===== src/rtl/cluster_pkg.sv =====
// Shared types for the cluster pass scheduler: pad/address/count widths, cluster word, FSM states.
// Latency: n/a (declarations only).
// Backpressure: n/a.
package cluster_pkg;

  localparam int MXPADS = 768;
  localparam int ADR_W  = 11;
  localparam int CNT_W  = 3;
  localparam int WORD_W = CNT_W + ADR_W;

  localparam logic [ADR_W-1:0] ADR_NONE  = 11'h7FF;
  localparam logic [ADR_W-1:0] ADR_LIMIT = 11'(MXPADS);

  // Slot word layout: {cnt[2:0], adr[10:0]}
  typedef struct packed {
    logic [CNT_W-1:0] cnt;
    logic [ADR_W-1:0] adr;
  } cluster_t;

  localparam cluster_t CLUSTER_EMPTY = '{cnt: 3'd0, adr: ADR_NONE};

  typedef enum logic [2:0] {
    ST_IDLE,
    ST_ISSUE,
    ST_WAIT,
    ST_CAPTURE,
    ST_DONE
  } state_t;

endpackage


===== src/rtl/cluster_slot_bank.sv =====
// MXPASSES-entry cluster register file with clear-to-empty and a flat output bus.
// Latency: write visible on the bus the cycle after wr_en.
// Backpressure: none; clr wins over a simultaneous write.
module cluster_slot_bank
  import cluster_pkg::*;
#(
  parameter int MXPASSES = 8
) (
  input  logic                       clock,
  input  logic                       reset_n,
  input  logic                       clr,
  input  logic                       wr_en,
  input  logic [2:0]                 wr_idx,
  input  logic [WORD_W-1:0]          wr_dat,
  output logic [MXPASSES*WORD_W-1:0] slots
);

  cluster_t mem_q [MXPASSES];

  always_ff @(posedge clock or negedge reset_n) begin
    if (!reset_n) begin
      for (int k = 0; k < MXPASSES; k++) mem_q[k] <= CLUSTER_EMPTY;
    end else if (clr) begin
      for (int k = 0; k < MXPASSES; k++) mem_q[k] <= CLUSTER_EMPTY;
    end else if (wr_en) begin
      for (int k = 0; k < MXPASSES; k++)
        if (wr_idx == 3'(k)) mem_q[k] <= cluster_t'(wr_dat);
    end
  end

  for (genvar k = 0; k < MXPASSES; k++) begin : g_out
    assign slots[k*WORD_W +: WORD_W] = mem_q[k];
  end

endmodule


===== src/rtl/cluster_pass_scheduler.sv =====
// Runs the priority encoder for up to MXPASSES passes per frame, masking each found pad (PASS_TAG_CHECK_EN adds tag check).
// Latency: ENC_LATENCY+2 clocks per pass, plus start and DONE cycles; clusters_valid pulses in DONE.
// Backpressure: none; a start while busy is dropped and flagged in sticky overrun.
module cluster_pass_scheduler
  import cluster_pkg::*;
#(
  parameter int MXPASSES    = 8,
  parameter int ENC_LATENCY = 3
) (
  input  logic                       clock,
  input  logic                       reset_n,
  input  logic                       start,
  output logic [MXPADS-1:0]          vpf_mask,
  output logic [2:0]                 enc_pass,
  input  logic [2:0]                 enc_pass_ret,
  input  logic                       enc_found,
  input  logic [ADR_W-1:0]           enc_adr,
  input  logic [CNT_W-1:0]           enc_cnt,
  output logic [MXPASSES*WORD_W-1:0] clusters,
  output logic                       clusters_valid,
  output logic [3:0]                 n_clusters,
  output logic                       busy,
  output logic                       overrun,
  output logic                       tag_err
);

  localparam logic [3:0] WAIT_LOAD = 4'(ENC_LATENCY - 1);
  localparam logic [3:0] LAST_PASS = 4'(MXPASSES - 1);

  state_t                      state_q, state_d;
  logic [3:0]                  pass_q;
  logic [3:0]                  wait_q;
  logic [MXPADS-1:0]           mask_q;
  logic [3:0]                  n_q;
  logic [MXPASSES*WORD_W-1:0]  pub_q;
  logic [MXPASSES*WORD_W-1:0]  bank_slots;
  logic                        overrun_q;
  logic                        tag_bad;
  logic                        hit;

`ifdef PASS_TAG_CHECK_EN
  logic tag_err_q;
  assign tag_bad = (enc_pass_ret != pass_q[2:0]);
  assign tag_err = tag_err_q;

  always_ff @(posedge clock or negedge reset_n) begin
    if (!reset_n)                             tag_err_q <= 1'b0;
    else if (state_q == ST_CAPTURE && tag_bad) tag_err_q <= 1'b1;
  end
`else
  logic unused_pass_ret;
  assign unused_pass_ret = ^enc_pass_ret;
  assign tag_bad = 1'b0;
  assign tag_err = 1'b0;
`endif

  // Out-of-range addresses and tag mismatches end the frame like an empty encoder.
  assign hit = enc_found && (enc_adr < ADR_LIMIT) && !tag_bad;

  always_ff @(posedge clock or negedge reset_n) begin
    if (!reset_n) state_q <= ST_IDLE;
    else          state_q <= state_d;
  end

  always_comb begin
    state_d = state_q;
    case (state_q)
      ST_IDLE:    if (start) state_d = ST_ISSUE;
      ST_ISSUE:   state_d = ST_WAIT;
      ST_WAIT:    if (wait_q == 4'd0) state_d = ST_CAPTURE;
      ST_CAPTURE: state_d = (hit && pass_q != LAST_PASS) ? ST_ISSUE : ST_DONE;
      ST_DONE:    state_d = ST_IDLE;
      default:    state_d = ST_IDLE;
    endcase
  end

  always_ff @(posedge clock or negedge reset_n) begin
    if (!reset_n) begin
      pass_q    <= 4'd0;
      wait_q    <= 4'd0;
      mask_q    <= '1;
      n_q       <= 4'd0;
      pub_q     <= {MXPASSES{CLUSTER_EMPTY}};
      overrun_q <= 1'b0;
    end else begin
      if (start && state_q != ST_IDLE) overrun_q <= 1'b1;
      case (state_q)
        ST_IDLE: begin
          if (start) begin
            mask_q <= '1;
            pass_q <= 4'd0;
          end
        end
        ST_ISSUE: wait_q <= WAIT_LOAD;
        ST_WAIT:  if (wait_q != 4'd0) wait_q <= wait_q - 4'd1;
        ST_CAPTURE: begin
          if (hit) begin
            mask_q[enc_adr[9:0]] <= 1'b0;
            pass_q <= pass_q + 4'd1;
          end
        end
        ST_DONE: begin
          pub_q <= bank_slots;
          n_q   <= pass_q;
        end
        default: ;
      endcase
    end
  end

  cluster_slot_bank #(.MXPASSES(MXPASSES)) u_slot_bank (
    .clock   (clock),
    .reset_n (reset_n),
    .clr     (state_q == ST_IDLE && start),
    .wr_en   (state_q == ST_CAPTURE && hit),
    .wr_idx  (pass_q[2:0]),
    .wr_dat  ({enc_cnt, enc_adr}),
    .slots   (bank_slots)
  );

  // During DONE the freshly filled bank is shown directly; afterwards the held copy.
  assign clusters_valid = (state_q == ST_DONE);
  assign clusters       = clusters_valid ? bank_slots : pub_q;
  assign n_clusters     = clusters_valid ? pass_q : n_q;
  assign busy           = (state_q != ST_IDLE);
  assign overrun        = overrun_q;
  assign enc_pass       = pass_q[2:0];
  assign vpf_mask       = mask_q;

endmodule


===== config.mk =====
export PLATFORM = sky130hd
export DESIGN_NAME = cluster_pass_scheduler
export DESIGN_NICKNAME = d
export VERILOG_FILES = /design/src/rtl/cluster_pkg.sv /design/src/rtl/cluster_slot_bank.sv /design/src/rtl/cluster_pass_scheduler.sv
export SDC_FILE = /design/constraint.sdc
export NUM_CORES = 1
export LEC_CHECK = 0
export CAP_MARGIN = 30
export CORE_AREA = 2 2 353 355
export CTS_BUF_LIST = sky130_fd_sc_hd__clkbuf_16
export DETAILED_ROUTE_END_ITERATION = 7
export DIE_AREA = 0 0 355 357
export DONT_BUFFER_PORTS = 1
export GPL_TIMING_DRIVEN = 0
export PLACE_DENSITY_LB_ADDON = 0.08
export SLEW_MARGIN = 20
export SYNTH_ARGS = -nofsm -noshare
export SYNTH_HDL_FRONTEND = slang
export SYNTH_SLANG_ARGS = --single-unit

===== constraint.sdc =====
create_clock -name clock -period 3 [get_ports clock]
set_input_delay 0.3 -clock clock [delete_from_list [all_inputs] [get_ports clock]]
set_output_delay 0.3 -clock clock [all_outputs]
set_load 0.02 [all_outputs]

==> results.json <==
{
  "utilization_pct": 36.4,
  "worstSetupEndpointType": "primary output",
  "place_area_um2": 40700,
  "cp-start-kind": "register",
  "skew_ps": 16.4,
  "yosysUniqueCellTypes": 54,
  "grt_pass1_wl_mm": 229,
  "grt_antenna_before_repair": 9,
  "fill_cells": 12200,
  "yosysMostFrequentCell": "dfstp_2",
  "critical-path-top-delay-family": "buffers and inverters",
  "final_nets": 3404,
  "cts-root-buf": "clkbuf_16",
  "totalPowerFinal_mw": 35.2,
  "path_cells": "buf_4 -> nor3b_1 -> buf_4 -> buf_6 -> buf_6 -> mux2_2",
  "core_um2": 123000,
  "grt_pass1_vias": 27900,
  "p_per_area_nw_per_um2": 786,
  "die_h_um": 357,
  "cp.buffers_inverters": 4,
  "finalHoldViolCount": 0,
  "drc": 0,
  "num_vias": 27500,
  "cp.required_ps": 2700,
  "cts_made_buffers": 113,
  "peakVddDrop_uv": 542,
  "synth_area_um2": 38600,
  "gr-usage-all-layers_pct": 25.6,
  "synth_commonest_cells": "dfstp_2 (944), nor2_1 (705), a21oi_1 (590)",
  "ios": 912,
  "worst_path_max_delay_cell": "mux2_2",
  "clock.fmax_ghz": 0.345,
  "cap_viol_max_count": 0,
  "synth_edf_count": 0,
  "syn_area_per_cell_um2": 11.9,
  "cpPeakStageDelay_ps": 450,
  "grt_max_degree": 1009,
  "first_iter_violations": 2259,
  "synth_area_leaders": "dfstp_2 (64%), a21oi_1 (7.7%), nor2_1 (6.9%)",
  "cts_sinks": 1008,
  "netlist.area_leader.share_pct": 64.3,
  "period_minus_slack_ps": 2900,
  "regArea_um2": 26400,
  "routed_wl_mm": 167,
  "wl_per_cell_um": 32.8,
  "final_area_um2": 44800,
  "portBuffers": 0,
  "synth_nets": 3264,
  "synth-seq-cells": 1008,
  "synth_largest_area_cell": "dfstp_2",
  "gp_congestion": 0.861,
  "die_area_um2": 127000,
  "fin_crit_sh_pct": 96.7,
  "grt_overflow": 0,
  "worstSkewPairLatency_ps": 740,
  "worstPathArrival_ps": 2600,
  "cp_max_fo": 10,
  "start_util_pct": 31.4,
  "synth_cells": 3235,
  "worst_slew_pin_slew_ps": 1160,
  "setup_viol": 0,
  "cts.path.max_buffers": 3,
  "slew_viol_final": 0,
  "drive_above_1_share_pct": 41.9,
  "htreeDepth": 3,
  "cts_tree": "yes",
  "async_flop_share_pct": 100,
  "yosys_warnings": 0,
  "synth_seq_area_share_pct": 68.4,
  "slew_headroom_pct": 22.5,
  "die_w_um": 355,
  "status": "complete, no violations",
  "std_cell_rows": 129,
  "path_clk_slew_ps": 60,
  "hpwl_mm": 121,
  "dr.pass1.iters": 5,
  "viasPerCell": 5.38,
  "multi_input_area_um2": 11000,
  "ant_nets": 0,
  "p_leak_nw": 16.8,
  "critPathKind": "reg -> out",
  "area_delta_synth_final_pct": 16.0,
  "ys.flop_type": "dfstp_2",
  "hp-class": "in -> async",
  "rsz0062_at_grt": "true"
}
==> cell families (layout without fill, tap and decap cells) <==
kind of cell	count (synthesis)	after routing	synth area share (%)
AOI/OAI and AO/OA	889	889	14.2
xor gates and xnor gates	1	1	0.0227
adders and majority gates	8	8	0.259
buffers and inverters	277	510	3.38
DFF	1008	1008	68.4
muxes	118	118	3.44
other	1	4	0.00972
and+or+nand+nor	933	933	10.3
==> final timing paths <==
| kind | from | to | slack (ps) | depth (start not counted) |
|---|---|---|---|---|
| setup / recovery | state_q[1] | clusters[60] | 100 | 6 |
| hold / removal | reset_n | u_slot_bank.slots[41] | 90 | 2 |
| setup reg to reg | state_q[2] | vpf_mask[60] | 220 | 6 |
| hold reg to reg | u_slot_bank.slots[80] | u_slot_bank.slots[80] | 490 | 2 |
| max in group asynchronous | reset_n | vpf_mask[70] | 240 | 5 |
| min in group clock | enc_adr[0] | vpf_mask[759] | 100 | 3 |
==> layout by cell type, fill, tap and decap left out, drive strengths merged, types with 2 or more instances in the layout <==
master	Yosys	final
dfrtp	64	64
o22a	247	247
o21ai	29	29
nand4	9	9
mux2	116	116
dfstp	944	944
bufinv	0	9
nand3	31	31
nor4	5	5
buf	184	191
nor3	47	47
nor2b	10	10
clkbuf	84	206
inv	9	28
mux2i	2	2
and3	5	5
nand2	70	70
o32a	11	11
o21a	5	5
diode	0	3
nor3b	3	3
clkinv	0	56
and2	7	7
or3b	2	2
nand3b	4	4
a21oi	590	590
ha	8	8
and3b	3	3
o31ai	2	2
nor2	723	723
clkinvlp	0	7
or3	4	4
nand2b	5	5
dlygate4sd3	0	13
==> report_power, final <==
| part | switching, mW | internal [mW] |
|---|---|---|
| Sequential | 0.346 | 15.0 |
| Clock | 5.92 | 7.82 |
| Combinational | 4.76 | 1.34 |
| Total | 11.0 | 24.2 |
==> sequential cells by signal, summed over array words and instances, names as in the netlist <==
name               cells
n_q                    4
pub_q                112
wait_q                 4
vpf_mask             768
u_slot_bank.slots    112
pass_q                 4
state_q                3
overrun                1
==> per-stage QoR <==
step	setup TNS, ps	hold slack [ps]	worst slack (ps)	std cells
5_1_grt	-878	61.2	-48.4	5105
4_1_cts	0	-753	2.57	5095
6_report	0	87.8	100	5108
3_5_place_dp	-24360	54.2	-393	4875
3_3_place_gp	-98940	56.0	-703	4872
2_1_floorplan	0	4.41	970	3235
==> timing repair <==
action,in CTS,in global routing
buffers inserted,0,0
hold buffers,12,2
gates resized for setup,13,18
setup endpoints to repair,69,70
hold endpoints to repair,1069,64
==> layer usage <==
metal	vias up	global-route usage, %	wire [um]
li1	11400	-	-
met1	14600	30.5	64300
met2	1251	41.8	79700
met3	280	10.0	16400
met4	2	9.55	6900
met5	-	0	15
==> area by class of cell <==
cell class              count  share of cell area, %
well taps                1637                   4.58
clock inverters            91                   1.58
repair buffers             25                  0.797
multi-input cells        1950                   24.5
diodes                      3                 0.0168
inverters                   9                 0.0755
plain buffers             268                   2.95
clock buffers             117                   6.54
flip-flops and latches   1008                   59.0
Note: power is estimated with default switching activity, not from simulation.
